==> config.mk <==
export PLATFORM = sky130hd
export DESIGN_NAME = arcade_video_src
export DESIGN_NICKNAME = d
export VERILOG_FILES = /design/src/rtl/arcade_video_pkg.sv /design/src/rtl/video_timing_counter.sv /design/src/rtl/arcade_video_src.sv
export SDC_FILE = /design/constraint.sdc
export NUM_CORES = 1
export LEC_CHECK = 0
export ABC_CLOCK_PERIOD_IN_PS = 3250
export BUFFER_PORTS_ARGS = -buffer_cell sky130_fd_sc_hd__buf_2
export CAP_MARGIN = 40
export CORE_ASPECT_RATIO = 0.75
export CORE_MARGIN = 10
export CORE_UTILIZATION = 47
export CTS_CLUSTER_SIZE = 25
export DETAILED_ROUTE_END_ITERATION = 7
export GPL_ROUTABILITY_DRIVEN = 1
export MAX_ROUTING_LAYER = met4
export PLACE_DENSITY = 0.67
export SLEW_MARGIN = 20
export SYNTH_ARGS = -nofsm -noshare
export SYNTH_HDL_FRONTEND = slang
export SYNTH_SLANG_ARGS = --single-unit
==> constraint.sdc <==
create_clock -name clk_video -period 3.25 [get_ports clk_video]
set_input_delay 0.65 -clock clk_video [delete_from_list [all_inputs] [get_ports clk_video]]
set_output_delay 0.65 -clock clk_video [all_outputs]
set_load 0.03 [all_outputs]
==> src/rtl/arcade_video_pkg.sv <==
// -----------------------------------------------------------------------------
// arcade_video_pkg
//  Shared definitions for the arcade video path: pixel packing widths, the
//  per-axis timing description, the source FSM states and the tag that follows
//  a fetched pixel through the one-pixel output pipeline.
// -----------------------------------------------------------------------------
package arcade_video_pkg;

    // Pixel packings understood by arcade_video (bits per pixel).
    localparam int DW_RGB222 = 6;
    localparam int DW_RGB332 = 8;
    localparam int DW_RGB333 = 9;
    localparam int DW_RGB444 = 12;
    localparam int DW_RGB888 = 24;

    // One axis of raster timing, all in pixels (h) or lines (v).
    typedef struct packed {
        logic [15:0] active;
        logic [15:0] fp;
        logic [15:0] sync;
        logic [15:0] bp;
    } video_timing_t;

    typedef enum logic {
        ST_IDLE = 1'b0,
        ST_RUN  = 1'b1
    } vsrc_state_e;

    // Position and region flags of the pixel fetched on a tick, presented on the next tick.
    typedef struct packed {
        logic        vld;
        logic [15:0] h;
        logic [15:0] v;
        logic        hblank;
        logic        vblank;
        logic        hsync;
        logic        vsync;
    } pix_tag_t;

    function automatic logic [15:0] vt_total(input video_timing_t t);
        return t.active + t.fp + t.sync + t.bp;
    endfunction

    function automatic logic [15:0] vt_sync_start(input video_timing_t t);
        return t.active + t.fp;
    endfunction

    function automatic logic [15:0] vt_sync_end(input video_timing_t t);
        return t.active + t.fp + t.sync;
    endfunction

    function automatic bit dw_supported(input int dw);
        return (dw == DW_RGB222) || (dw == DW_RGB332) || (dw == DW_RGB333) ||
               (dw == DW_RGB444) || (dw == DW_RGB888);
    endfunction

endpackage

==> src/rtl/video_timing_counter.sv <==
// -----------------------------------------------------------------------------
// video_timing_counter
//  Free-running pixel-clock divider plus raster h/v counters and region flags.
//  Ports:
//   clk_i, rst_ni      clock, async active-low reset
//   run_i              1: advance counters on tick; 0: hold both counters at 0
//   tick_o             high on the last clk of each CE_DIV-clk pixel period
//   hcnt_o, vcnt_o     current raster position
//   active_o           position is inside the visible area
//   hblank_o/vblank_o  horizontal / vertical blanking region
//   hsync_o/vsync_o    horizontal / vertical sync region
//   frame_end_o        position is the last pixel of the frame
// -----------------------------------------------------------------------------
module video_timing_counter
    import arcade_video_pkg::*;
#(
    parameter int            CE_DIV = 4,
    parameter video_timing_t H_TIM  = '{active: 16'd320, fp: 16'd8, sync: 16'd32, bp: 16'd40},
    parameter video_timing_t V_TIM  = '{active: 16'd240, fp: 16'd3, sync: 16'd4,  bp: 16'd15}
) (
    input  logic        clk_i,
    input  logic        rst_ni,
    input  logic        run_i,
    output logic        tick_o,
    output logic [15:0] hcnt_o,
    output logic [15:0] vcnt_o,
    output logic        active_o,
    output logic        hblank_o,
    output logic        vblank_o,
    output logic        hsync_o,
    output logic        vsync_o,
    output logic        frame_end_o
);

    localparam int              DIVW     = $clog2(CE_DIV);
    localparam logic [DIVW-1:0] DIV_LAST = DIVW'(CE_DIV - 1);
    localparam logic [15:0]     H_LAST   = vt_total(H_TIM) - 16'd1;
    localparam logic [15:0]     V_LAST   = vt_total(V_TIM) - 16'd1;
    localparam logic [15:0]     HS_BEG   = vt_sync_start(H_TIM);
    localparam logic [15:0]     HS_END   = vt_sync_end(H_TIM);
    localparam logic [15:0]     VS_BEG   = vt_sync_start(V_TIM);
    localparam logic [15:0]     VS_END   = vt_sync_end(V_TIM);

    logic [DIVW-1:0] div_q;
    logic [15:0]     hcnt_q;
    logic [15:0]     vcnt_q;

    assign tick_o = (div_q == DIV_LAST);

    // Divider runs regardless of run_i so ce_pix keeps pulsing while idle.
    always_ff @(posedge clk_i or negedge rst_ni) begin
        if (!rst_ni) begin
            div_q <= '0;
        end else begin
            div_q <= tick_o ? '0 : div_q + DIVW'(1);
        end
    end

    always_ff @(posedge clk_i or negedge rst_ni) begin
        if (!rst_ni) begin
            hcnt_q <= '0;
            vcnt_q <= '0;
        end else if (!run_i) begin
            hcnt_q <= '0;
            vcnt_q <= '0;
        end else if (tick_o) begin
            if (hcnt_q == H_LAST) begin
                hcnt_q <= '0;
                vcnt_q <= (vcnt_q == V_LAST) ? '0 : vcnt_q + 16'd1;
            end else begin
                hcnt_q <= hcnt_q + 16'd1;
            end
        end
    end

    assign hcnt_o      = hcnt_q;
    assign vcnt_o      = vcnt_q;
    assign hblank_o    = (hcnt_q >= H_TIM.active);
    assign vblank_o    = (vcnt_q >= V_TIM.active);
    assign active_o    = !hblank_o && !vblank_o;
    assign hsync_o     = (hcnt_q >= HS_BEG) && (hcnt_q < HS_END);
    assign vsync_o     = (vcnt_q >= VS_BEG) && (vcnt_q < VS_END);
    assign frame_end_o = (hcnt_q == H_LAST) && (vcnt_q == V_LAST);

endmodule

==> src/rtl/arcade_video_src.sv <==
// -----------------------------------------------------------------------------
// arcade_video_src
//  Raster timing generator and linear framebuffer reader feeding arcade_video.
//  Ports:
//   clk_video, reset_n   video clock, async active-low reset
//   enable               start/stop request, honoured only on frame boundaries
//   fb_rd, fb_addr       one-clk read strobe and row-major word address
//   fb_data              read data, valid one clk after fb_rd
//   ce_pix               one-clk pulse every CE_DIV clks
//   RGB_out              pixel, forced to 0 in blanking
//   HBlank/VBlank        active-high blanks
//   HSync/VSync          active-high syncs
//   hcount/vcount        position of the pixel on RGB_out
//   frame_start          pulse with ce_pix when pixel (0,0) is presented
//  A pixel fetched on tick N is presented on tick N+1; all video outputs
//  change together on that edge, i.e. during the ce_pix clk.
// -----------------------------------------------------------------------------
module arcade_video_src
    import arcade_video_pkg::*;
#(
    parameter  int DW       = 8,
    parameter  int CE_DIV   = 4,
    parameter  int H_ACTIVE = 320,
    parameter  int H_FP     = 8,
    parameter  int H_SYNC   = 32,
    parameter  int H_BP     = 40,
    parameter  int V_ACTIVE = 240,
    parameter  int V_FP     = 3,
    parameter  int V_SYNC   = 4,
    parameter  int V_BP     = 15,
    localparam int AW       = $clog2(H_ACTIVE * V_ACTIVE)
) (
    input  logic          clk_video,
    input  logic          reset_n,
    input  logic          enable,
    output logic          fb_rd,
    output logic [AW-1:0] fb_addr,
    input  logic [DW-1:0] fb_data,
    output logic          ce_pix,
    output logic [DW-1:0] RGB_out,
    output logic          HBlank,
    output logic          VBlank,
    output logic          HSync,
    output logic          VSync,
    output logic [15:0]   hcount,
    output logic [15:0]   vcount,
    output logic          frame_start
);

    localparam video_timing_t H_TIM = '{active: 16'(H_ACTIVE), fp: 16'(H_FP),
                                        sync: 16'(H_SYNC), bp: 16'(H_BP)};
    localparam video_timing_t V_TIM = '{active: 16'(V_ACTIVE), fp: 16'(V_FP),
                                        sync: 16'(V_SYNC), bp: 16'(V_BP)};
    localparam logic [AW-1:0] ADDR_LAST = AW'(H_ACTIVE * V_ACTIVE - 1);

    logic        tick, active, hb, vb, hs, vs, frame_end, run, fetch;
    logic [15:0] hcnt, vcnt;

    vsrc_state_e state_q, state_d;

    logic [AW-1:0] addr_q;
    logic          rd_pend_q;
    logic [DW-1:0] hold_q;
    pix_tag_t      tag_q;

    logic          ce_pix_q, hblank_q, vblank_q, hsync_q, vsync_q, frame_start_q;
    logic [DW-1:0] rgb_q;
    logic [15:0]   hcount_q, vcount_q;

    video_timing_counter #(
        .CE_DIV (CE_DIV),
        .H_TIM  (H_TIM),
        .V_TIM  (V_TIM)
    ) u_tcnt (
        .clk_i       (clk_video),
        .rst_ni      (reset_n),
        .run_i       (run),
        .tick_o      (tick),
        .hcnt_o      (hcnt),
        .vcnt_o      (vcnt),
        .active_o    (active),
        .hblank_o    (hb),
        .vblank_o    (vb),
        .hsync_o     (hs),
        .vsync_o     (vs),
        .frame_end_o (frame_end)
    );

    // ---------------- FSM: starts/stops only between frames ----------------
    always_ff @(posedge clk_video or negedge reset_n) begin
        if (!reset_n) state_q <= ST_IDLE;
        else          state_q <= state_d;
    end

    always_comb begin
        state_d = state_q;
        case (state_q)
            ST_IDLE: if (tick && enable)                state_d = ST_RUN;
            ST_RUN:  if (tick && frame_end && !enable) state_d = ST_IDLE;
            default: state_d = ST_IDLE;
        endcase
    end

    assign run = (state_q == ST_RUN);

    // ---------------- Fetch ----------------
    assign fetch   = tick && run && active;
    assign fb_rd   = fetch;
    assign fb_addr = addr_q;

    always_ff @(posedge clk_video or negedge reset_n) begin
        if (!reset_n) begin
            addr_q <= '0;
        end else if (!run || (tick && frame_end)) begin
            addr_q <= '0;
        end else if (fetch) begin
            // Clamp-wrap keeps the address in range for non power-of-two frame sizes.
            addr_q <= (addr_q == ADDR_LAST) ? '0 : addr_q + AW'(1);
        end
    end

    always_ff @(posedge clk_video or negedge reset_n) begin
        if (!reset_n) begin
            rd_pend_q <= 1'b0;
            hold_q    <= '0;
        end else begin
            rd_pend_q <= fetch;
            if (rd_pend_q) hold_q <= fb_data;
        end
    end

    // Tag the fetched position; it is presented together with hold_q next tick.
    always_ff @(posedge clk_video or negedge reset_n) begin
        if (!reset_n) begin
            tag_q <= '0;
        end else if (tick) begin
            tag_q <= '{vld: run, h: hcnt, v: vcnt, hblank: hb, vblank: vb, hsync: hs, vsync: vs};
        end
    end

    // ---------------- Output stage ----------------
    always_ff @(posedge clk_video or negedge reset_n) begin
        if (!reset_n) begin
            ce_pix_q      <= 1'b0;
            frame_start_q <= 1'b0;
            rgb_q         <= '0;
            hblank_q      <= 1'b0;
            vblank_q      <= 1'b0;
            hsync_q       <= 1'b0;
            vsync_q       <= 1'b0;
            hcount_q      <= '0;
            vcount_q      <= '0;
        end else begin
            ce_pix_q      <= tick;
            frame_start_q <= 1'b0;
            if (tick) begin
                if (tag_q.vld) begin
                    rgb_q         <= (tag_q.hblank || tag_q.vblank) ? '0 : hold_q;
                    hblank_q      <= tag_q.hblank;
                    vblank_q      <= tag_q.vblank;
                    hsync_q       <= tag_q.hsync;
                    vsync_q       <= tag_q.vsync;
                    hcount_q      <= tag_q.h;
                    vcount_q      <= tag_q.v;
                    frame_start_q <= (tag_q.h == 16'd0) && (tag_q.v == 16'd0);
                end else begin
                    // Idle raster: fully blanked, no syncs, position parked at 0.
                    rgb_q    <= '0;
                    hblank_q <= 1'b1;
                    vblank_q <= 1'b1;
                    hsync_q  <= 1'b0;
                    vsync_q  <= 1'b0;
                    hcount_q <= '0;
                    vcount_q <= '0;
                end
            end
        end
    end

    assign ce_pix      = ce_pix_q;
    assign frame_start = frame_start_q;
    assign RGB_out     = rgb_q;
    assign HBlank      = hblank_q;
    assign VBlank      = vblank_q;
    assign HSync       = hsync_q;
    assign VSync       = vsync_q;
    assign hcount      = hcount_q;
    assign vcount      = vcount_q;

endmodule

==> results of run 1 <==
power by group:
group | total (uW) | internal (uW) | switching (uW)
sequential | 1810 | 1800 | 5.47
clock | 1840 | 1020 | 819
combinational | 71.5 | 19.4 | 52.2
critical path: stages (launching register included):
cell	delay, ns
dfrtp_1	0.47
or4_4	0.61
nand3b_4	0.21
or3_4	0.44
inv_2	0.14
buf_2	0.22
metal layers:
metal	vias up	track usage	routed length [microns]
li1	2197	-	-
met1	2424	0.244	7860
met2	167	0.240	6690
met3	8	0.0489	941
met4	0	0.0448	85
met5	-	-	0
worst max-delay path by stage:
stage                           start    end  cells after the start  slack [ns]
global placement    u_tcnt.vcnt_o[11]  fb_rd                      5        0.42
global route        u_tcnt.vcnt_o[11]  fb_rd                      5        0.02
floorplan           u_tcnt.vcnt_o[11]  fb_rd                      5        0.72
finish              u_tcnt.vcnt_o[11]  fb_rd                      5         0.1
CTS                 u_tcnt.vcnt_o[11]  fb_rd                      5         0.1
detailed placement  u_tcnt.vcnt_o[11]  fb_rd                      5        0.37
repair_timing:
item | in CTS | in global routing
hold endpoints to repair | 0 | 0
resized for setup | 1 | 0
buffers inserted | 1 | 0
endpoints found under the setup margin | 1 | 0
cell families after synthesis:
| group | Yosys count | synth area share |
|---|---|---|
| AND/OR/NAND/NOR | 180 | 0.153 |
| flip-flops | 144 | 0.569 |
| buffers and inverters | 50 | 0.0328 |
| adder cells (fa/ha/maj) | 7 | 0.0138 |
| multiplexers | 43 | 0.0759 |
| AO/OA/AOI/OAI | 113 | 0.125 |
| XOR/XNOR | 22 | 0.0304 |
Yosys cell counts, types with 2 or more instances:
library cell / number
o31ai_1: 3
a21oi_1: 18
and4_1: 4
and2_1: 5
nor2_1: 39
buf_1: 5
dfrtp_1: 144
nor4_1: 24
nand3_1: 21
buf_6: 2
and3_1: 5
xnor2_1: 18
or4_1: 4
xor2_1: 4
o21ai_1: 10
or4_4: 2
inv_1: 15
clkbuf_1: 25
mux2_2: 40
nand2_1: 31
a31oi_1: 10
nand4_1: 14
nand3b_1: 2
ha_1: 7
or3_1: 9
a22o_1: 45
nor2b_1: 2
a311oi_1: 2
o21ai_0: 18
nor3_1: 10
mux2i_1: 3
stage by stage:
| step | utilization | hold slack (ns) | cells |
|---|---|---|---|
| 5_1_grt | 0.569 | 0.284 | 815 |
| 4_1_cts | 0.569 | 0.273 | 815 |
| 6_report | 0.569 | 0.247 | 815 |
| 3_5_place_dp | 0.525 | 0.437 | 782 |
| 3_3_place_gp | 0.525 | 0.422 | 782 |
| 2_1_floorplan | - | 0.354 | 559 |
state kept, by name, summed over array words and instances, names as in the netlist, 2 cells and up:
name           flops
vcount            16
hold_q             8
hcount            16
RGB_out            8
u_tcnt.hcnt_o     16
tag_q             37
u_tcnt.vcnt_o     16
u_tcnt.div_q       2
fb_addr           17
cells in the final DEF (no fill, tap or decap), drive strengths merged, types with 2 or more instances in the layout:
master    n
a21oi    18
a22o     45
a311oi    2
a31oi    10
and2      5
and3      5
and4      5
buf      87
clkbuf   18
clkinv    5
dfrtp   144
ha        7
inv      24
mux2     40
mux2i     3
nand2    31
nand3    21
nand3b    3
nand4    14
nor2     40
nor2b     2
nor3     10
nor4     24
o21ai    28
o22ai     2
o31ai     3
o41ai     2
or3       9
or4       6
xnor2    18
xor2      4
area by class of cell:
class / count / share of cell area
Sequential cell: 144 / 0.483
Multi-Input combinational cell: 365 / 0.340
Timing Repair Buffer: 87 / 0.0652
Clock buffer: 18 / 0.0589
Tap cell: 171 / 0.0287
Clock inverter: 14 / 0.0161
Inverter: 16 / 0.00805
==> metrics.cfg, run 1 <==
[logic_synthesis]
synthFlopType=dfrtp_1
synth_area_sq_mm=0.00633
synth_top_area_cell=dfrtp_1
ys_seq_area_frac=0.569
ys_warn_count=0
synth-edff-count=0
ys_types=49
synth_area_leaders=dfrtp_1 57%, mux2_2 7.1%, a22o_1 6.2%, xnor2_1 2.5%, nor4_1 2.4%
synth_top_cell_area_share=0.569
netlist_instances=559
ys_ff_latch=144
synthArstFlopShare=1.00
syn_nets=577
syn_area_per_cell_sq_um=11.3

[layout]
synthToLayoutAreaGrowth_pct=17.8
nets=649
drive_gt1_frac=0.266
fin_area_sq_mm=0.00746
seqCellArea_sq_mm=0.00360
multi_input_area_sq_mm=0.00254
antenna_cells=0
fillers=1074

[sta]
setup_ws_ns=0.0952
hold_viol_final=0
rsz0062_at_grt=false
fin_setup_tns_ns=0
clock_skew_ns=0.0106
fmax_mhz=317
tightestPinTransition_ns=0.835
drv_slew=0
setup_viol=0
period_minus_slack_ns=3.15
slew_headroom=0.438
finalCritPeriodShare=0.971

[hold_path]
hp-class=primary input to async pin

[clock_network]
clk_pin_slew_ns=0.06
cts_tree=built
cts.sinks=144
cts-hold-fix-buffers=0
numCtsBuffers=17
cts_buffer_depth=2
clock_latency_ns=0.42
htreeDepth=4
clockRootBuffer=clkbuf_16

[routing]
dr.first_iter.drc_count=343
drc_errors=0
drt_pass1_iterations=5
vias=4796
avgRoutedWirePerCell_microns=19.1
drt_wl_total_microns=15600
drtAntennaViolNets=0
vias_per_cell=5.88

[floorplan]
coreArea_sq_mm=0.0131
core.rowCount=36
die-area_sq_mm=0.0186
ios=75
die_width_microns=154
die_y_microns=121
start_util=0.483

[global_routing]
grt_pass1_wl_microns=25700
antenna_found_initial=0
grt-ovfl-total=0
grt_pass1_vias=4959
grt_use_total=0.174
grt_max_degree=71

[critical_path]
path_class=flip-flop to primary output
critPathRequiredTime_ns=2.60
reg2reg_slack_ns=0.66
worstSetupEndpointType=primary output
worstRegToRegCells=5
start_kind=flip-flop
r2r-end=fb_addr[6]
critPathMaxFanout=9
r2r-start=u_tcnt.vcnt_o[11]
cp.arrival_ns=2.50

[run_status]
status=completed

[power]
p_leak_uw=0.00346
powerDensity_mw_per_mm2=499
ir_drop_mv=0.478
total_power_uw=3720

[placement]
place.gp.congestion=0.940
hpwl_microns=10400
io_buffer_count=74
dp_worst_setup_slack_ns=0.373
placed_cell_area_sq_mm=0.00688

[run]
cap_violations=0

Power figures use the tool's default switching activity.
==> inputs of run 2 (changes only) <==
--- a/config.mk
+++ b/config.mk
@@ -8,14 +8,16 @@
 export ABC_CLOCK_PERIOD_IN_PS = 3250
 export BUFFER_PORTS_ARGS = -buffer_cell sky130_fd_sc_hd__buf_2
 export CAP_MARGIN = 40
+export CELL_PAD_IN_SITES_DETAIL_PLACEMENT = 1
+export CELL_PAD_IN_SITES_GLOBAL_PLACEMENT = 1
 export CORE_ASPECT_RATIO = 0.75
 export CORE_MARGIN = 10
-export CORE_UTILIZATION = 47
+export CORE_UTILIZATION = 46
 export CTS_CLUSTER_SIZE = 25
 export DETAILED_ROUTE_END_ITERATION = 7
 export GPL_ROUTABILITY_DRIVEN = 1
 export MAX_ROUTING_LAYER = met4
-export PLACE_DENSITY = 0.67
+export PLACE_DENSITY_LB_ADDON = 0.1
 export SLEW_MARGIN = 20
 export SYNTH_ARGS = -nofsm -noshare
 export SYNTH_HDL_FRONTEND = slang
==> run 2 against run 1 <==
  * Count of clock-buffer cells in the layout increased by 5
  * Cell area grew 0.82%
  * Cell count up 0.49%
  * Global-route usage rose by 1.7 points
  * Die area is 1.9% higher
  * First-iteration DRC count is 53% lower
  * Clock skew shrank 0.0065 ns
  * Worst hold slack worse by 0.11 ns
  * Sequential share of layout area down 0.39 points
  * Non-clock buffer count rose by 3
  * Via count is essentially flat
  * Flip-flop and latch count did not move
  * Largest cell class unchanged
  * Highest routed layer unchanged
==> metrics.cfg, run 2 (synthesis results as in run 1) <==
[run_status]
status=completed  ; unchanged

[critical_path]
critPathRequiredTime_ns=2.60  ; about the same
cp_num_buf_inv=2  ; unchanged
start_kind=flip-flop  ; unchanged
path_cells=or4_4, nand3b_4, or3_4, inv_2, clkbuf_4  ; was or4_4, nand3b_4, or3_4, inv_2, buf_2
path_class=flip-flop to primary output  ; unchanged
slowest_stage=or4_4  ; unchanged
cp_top_family=simple AND/OR/NAND/NOR gates  ; unchanged
cp.arrival_ns=2.52  ; was 2.50 ns
worstSetupEndpointType=primary output  ; unchanged
critPathMaxFanout=9  ; unchanged
max_stage_delay_ns=0.61  ; about the same

[layout]
drive_gt1_frac=0.258  ; was 0.266
fin_area_sq_mm=0.00752  ; was 0.00746 sq mm
nets=652  ; was 649
layout_common_cells=144 x dfrtp_1, 72 x buf_2, 45 x a22o_1, 40 x mux2_2, 39 x nor2_1  ; was 144 x dfrtp_1, 73 x buf_2, 45 x a22o_1, 40 x mux2_2, 39 x nor2_1
synthToLayoutAreaGrowth_pct=18.7  ; was 17.8%
final_common_cell=dfrtp_1  ; unchanged
largest_reg_flops=37  ; unchanged
antenna_cells=0  ; unchanged
largest_register=tag_q  ; unchanged

[routing]
avgRoutedWirePerCell_microns=20.4  ; was 19.1 microns
vias_per_cell=5.85  ; was 5.88
dr.first_iter.drc_count=162  ; was 343
drt_wl_total_microns=16700  ; was 15600 microns
vias=4793  ; was 4796
drc_errors=0  ; unchanged
drtAntennaViolNets=0  ; unchanged
drt_pass1_iterations=4  ; was 5

[floorplan]
ios=75  ; unchanged
die-area_sq_mm=0.0189  ; was 0.0186 sq mm
die_width_microns=155  ; was 154 microns
core.rowCount=37  ; was 36
start_util=0.465  ; was 0.483
die_y_microns=122  ; was 121 microns
coreArea_sq_mm=0.0136  ; was 0.0131 sq mm

[clock_network]
clockRootBuffer=clkbuf_16  ; unchanged
numCtsBuffers=17  ; unchanged
htreeDepth=4  ; unchanged
cts_tree=built  ; unchanged
clk_pin_slew_ns=0.06  ; about the same
clock_latency_ns=0.42  ; about the same
cts.sinks=144  ; unchanged
cts-hold-fix-buffers=0  ; unchanged
cts_buffer_depth=2  ; unchanged

[sta]
clock_skew_ns=0.00408  ; was 0.0106 ns
setup_viol=0  ; unchanged
drv_slew=0  ; unchanged
finalCritPeriodShare=0.975  ; was 0.971
hold_viol_final=0  ; unchanged
period_minus_slack_ns=3.17  ; was 3.15 ns
fmax_mhz=316  ; was 317 MHz
fin_setup_tns_ns=0  ; unchanged
slew_headroom=0.391  ; was 0.438
rsz0062_at_grt=false  ; unchanged
tightestPinTransition_ns=0.905  ; was 0.835 ns

[placement]
placed_cell_area_sq_mm=0.00693  ; was 0.00688 sq mm
io_buffer_count=74  ; unchanged
hpwl_microns=11300  ; was 10400 microns
place.gp.congestion=0.853  ; was 0.940

[power]
powerDensity_mw_per_mm2=510  ; was 499 mW/mm^2
ir_drop_mv=0.372  ; was 0.478 mV
p_leak_uw=0.00349  ; was 0.00346 uW

[global_routing]
grt_use_total=0.190  ; was 0.174
antenna_found_initial=0  ; unchanged
grt_max_degree=58  ; was 71
grt_pass1_wl_microns=28000  ; was 25700 microns
grt_pass1_vias=5122  ; was 4959
grt-ovfl-total=0  ; unchanged

[hold_path]
hp-class=primary input to async pin  ; unchanged

[run]
cap_violations=0  ; unchanged

[run 2: cell type report]
| class | count | area, sq um |
|---|---|---|
| Tap cell | 175 | 219 |
| Inverter | 16 | 60.1 |
| Timing Repair Buffer | 90 | 532 |
| Sequential cell | 144 | 3600 |
| Fill cell | 1458 | 6090 |
| Clock buffer | 23 | 468 |
| Multi-Input combinational cell | 365 | 2530 |
| Clock inverter | 6 | 109 |
[run 2: worst paths after layout]
check                                       start               end  slack [ns]  cells after the start
worst max-delay path            u_tcnt.vcnt_o[11]             fb_rd        0.08                      5
worst min-delay path                      reset_n        vcount[13]        0.14                      1
worst max register to register  u_tcnt.vcnt_o[11]        fb_addr[5]        0.64                      5
worst min register to register    u_tcnt.div_q[0]   u_tcnt.div_q[0]        0.44                      1
max in group asynchronous                 reset_n  u_tcnt.vcnt_o[5]        2.21                      3
min in group clk_video            u_tcnt.div_q[0]   u_tcnt.div_q[0]        0.44                      1
[run 2: timing repair]
item,CTS,global route
endpoints found under the hold margin,0,0
setup buffers,1,0
gates cloned,0,0
resized for setup,1,1
endpoints found under the setup margin,1,1
[run 2: report_power, final]
part | total (uW) | switching [uW] | internal [uW]
clock network | 1950 | 717 | 1230
logic | 75.4 | 52.6 | 22.8
registers | 1810 | 5.67 | 1800
[run 2: routing by layer]
layer	up-vias	global-route usage	wire length [microns]
li1	2210	-	-
met1	2463	0.252	8160
met2	99	0.274	7530
met3	21	0.0518	754
met4	0	0.0700	263
met5	-	-	0
[run 2: worst register-to-register path, delay by kind of cell (launching register included)]
kind             cells  cell delay, ns
AND/OR/NAND/NOR      4            1.52
flip-flops           1            0.47
AO/OA/AOI/OAI        1            0.47
[run 2: per-stage QoR]
step	hold slack, ns	instances	setup WS, ns	power (uW)	util
finish	0.141	819	0.0823	3840	0.553
global route	0.162	819	0.00582	3970	0.553
CTS	0.154	819	0.0731	3870	0.552
detailed placement	0.440	789	0.340	1920	0.509
global placement	0.421	788	0.406	1910	0.507
floorplan	0.354	559	0.724	1860	-
==> inputs of run 3 (changes only) <==
==> constraint.sdc (replaced) <==
create_clock -name clk_video -period 3.25 [get_ports clk_video]
set_input_delay 0.8125 -clock clk_video [delete_from_list [all_inputs] [get_ports clk_video]]
set_output_delay 0.8125 -clock clk_video [all_outputs]
set_load 0.03 [all_outputs]
==> run 3 against run 2 <==
  * Largest power group unchanged
  * Flip-flop and latch count is the same
  * Highest routed layer unchanged
  * Non-clock buffer count grew 2
  * Critical path depth is the same
  * Wire length is essentially flat
==> metrics.cfg, run 3 (synthesis results as in run 1) <==
[run_status]
status=completed  ; unchanged

[power]
power.share.clock=0.519  ; was 0.508
pwr-share-seq=0.463  ; was 0.472
ir_drop_mv=0.383  ; was 0.372 mV
p_leak_uw=0.00352  ; was 0.00349 uW
switching_power_uw=800  ; was 775 uW
combPwrFrac=0.018  ; was 0.020
switching_share=0.205  ; was 0.202
p_int_uw=3100  ; was 3060 uW
total_power_uw=3900  ; was 3840 uW
powerDensity_mw_per_mm2=516  ; was 510 mW/mm^2

[clock_network]
clockRootBuffer=clkbuf_16  ; unchanged
clk_pin_slew_ns=0.06  ; about the same
cts.sinks=144  ; unchanged
cts_buffer_depth=2  ; unchanged
clock_latency_ns=0.42  ; about the same
numCtsBuffers=17  ; unchanged
cts-hold-fix-buffers=0  ; unchanged
cts_tree=built  ; unchanged
htreeDepth=4  ; unchanged

[routing]
avgRoutedWirePerCell_microns=20.3  ; was 20.4 microns
drt-met1-wl_microns=8080  ; was 8160 microns
vias=4763  ; was 4793
wl_met2_microns=7580  ; was 7530 microns
top_layer_used=met4  ; unchanged
dr_wl_met3_microns=929  ; was 754 microns
drt_pass1_iterations=5  ; was 4
drt_wl_total_microns=16700  ; about the same
drc_errors=0  ; unchanged
vias_per_cell=5.79  ; was 5.85
drtAntennaViolNets=0  ; unchanged
dr.first_iter.drc_count=298  ; was 162

[critical_path]
critPathMaxFanout=8  ; was 9
r2r-end=u_tcnt.hcnt_o[11]  ; was fb_addr[5]
cp.arrival_ns=2.36  ; was 2.52 ns
r2r-start=u_tcnt.div_q[0]  ; was u_tcnt.vcnt_o[11]
critPathRequiredTime_ns=2.44  ; was 2.60 ns
start_kind=flip-flop  ; unchanged
worstRegToRegCells=7  ; was 5
worstSetupEndpointType=primary output  ; unchanged
path_class=flip-flop to primary output  ; unchanged
reg2reg_slack_ns=0.78  ; was 0.64 ns

[layout]
fillers=1477  ; was 1458
final_common_cell=dfrtp_1  ; unchanged
antenna_cells=0  ; unchanged
seqCellArea_sq_mm=0.00360  ; about the same
layout_common_cells=143 x dfrtp_1, 73 x buf_2, 45 x a22o_1, 40 x mux2_2, 39 x nor2_1  ; was 144 x dfrtp_1, 72 x buf_2, 45 x a22o_1, 40 x mux2_2, 39 x nor2_1
largest_reg_flops=37  ; unchanged
drive_gt1_frac=0.273  ; was 0.258
nets=654  ; was 652
synthToLayoutAreaGrowth_pct=19.4  ; was 18.7%
largest_register=tag_q  ; unchanged
multi_input_area_sq_mm=0.00254  ; was 0.00253 sq mm

[floorplan]
coreArea_sq_mm=0.0136  ; unchanged
core.rowCount=37  ; unchanged
die-area_sq_mm=0.0189  ; unchanged
start_util=0.465  ; unchanged
die_width_microns=155  ; unchanged
die_y_microns=122  ; unchanged
ios=75  ; unchanged

[global_routing]
grt_pass1_vias=5145  ; was 5122
antenna_found_initial=0  ; unchanged
grt_use_total=0.192  ; was 0.190
grt_pass1_wl_microns=28200  ; was 28000 microns
grt_max_degree=61  ; was 58
grt-ovfl-total=0  ; unchanged

[placement]
hpwl_microns=11200  ; was 11300 microns
place.gp.congestion=0.902  ; was 0.853
io_buffer_count=74  ; unchanged

[sta]
fin_setup_tns_ns=0  ; unchanged
hold_viol_final=0  ; unchanged
drv_slew=0  ; unchanged
tightestPinTransition_ns=0.719  ; was 0.905 ns
clock_skew_ns=0.00883  ; was 0.00408 ns
period_minus_slack_ns=3.17  ; about the same
slew_headroom=0.516  ; was 0.391
finalCritPeriodShare=0.977  ; was 0.975
fmax_mhz=315  ; was 316 MHz
setup_viol=0  ; unchanged
rsz0062_at_grt=false  ; unchanged
whs_ns=0.371  ; was 0.141 ns

[hold_path]
hp-class=primary input to async pin  ; unchanged

[run]
cap_violations=0  ; unchanged

[run 3: changes by cell type in the layout (fill, tap and decap cells not counted), sizes merged]
cell,previous run,this run
buf,89,91
inv,16,17
clkinv,3,6
clkbuf,24,22
[run 3: routing by layer]
layer,up-vias,track usage
li1,2213,-
met1,2433,0.259
met2,106,0.278
met3,11,0.0496
met4,0,0.0566
met5,-,-
[run 3: power groups by stage]
| stage | logic (uW) | clock network (uW) | registers, uW |
|---|---|---|---|
| 4_1_cts | 74.1 | 2060 | 1810 |
| 6_report | 70.4 | 2030 | 1810 |
| 5_1_grt | 80.7 | 2160 | 1810 |
| 3_5_place_dp | 74.3 | 0 | 1840 |
| 3_3_place_gp | 71.7 | 0 | 1840 |
| 2_1_floorplan | 9.25 | 0 | 1850 |
[run 3: what timing repair did]
item,CTS,global route
setup buffers,0,1
resized for setup,5,1
setup endpoints to repair,1,1
gates cloned,0,0
[run 3: worst max-delay path by stage]
stage	startpoint	to	slack (ns)
final	u_tcnt.vcnt_o[9]	fb_rd	0.08
after global placement	u_tcnt.vcnt_o[11]	fb_rd	0.36
after floorplan	u_tcnt.vcnt_o[11]	fb_rd	0.56
after detailed placement	u_tcnt.vcnt_o[11]	fb_rd	0.30
after global routing	u_tcnt.vcnt_o[9]	fb_rd	0.004
after CTS	u_tcnt.vcnt_o[11]	fb_rd	0.03
[run 3: through the flow]
stage                     instance area (sq um)   util  setup WS, ns  cells
after floorplan                            6330      -         0.561    559
after global placement                     6900  0.507         0.363    788
after detailed placement                   6910  0.508         0.304    790
after CTS                                  7540  0.554        0.0270    821
after global routing                       7560  0.556       0.00421    823
final                                      7560  0.556        0.0754    823
[run 3: layout make-up]
type,count,area share
flip-flops and latches,144,0.477
multi-input cells,365,0.336
repair buffers,92,0.0690
clock buffers,21,0.0635
well taps,175,0.0289
clock inverters,10,0.0175
inverters,16,0.00827
[run 3: worst max-delay path, stage by stage (launching register included)]
cell,delay (ns)
dfrtp_1,0.45
or4_4,0.58
nand3b_4,0.19
or3_4,0.45
inv_4,0.12
buf_4,0.17
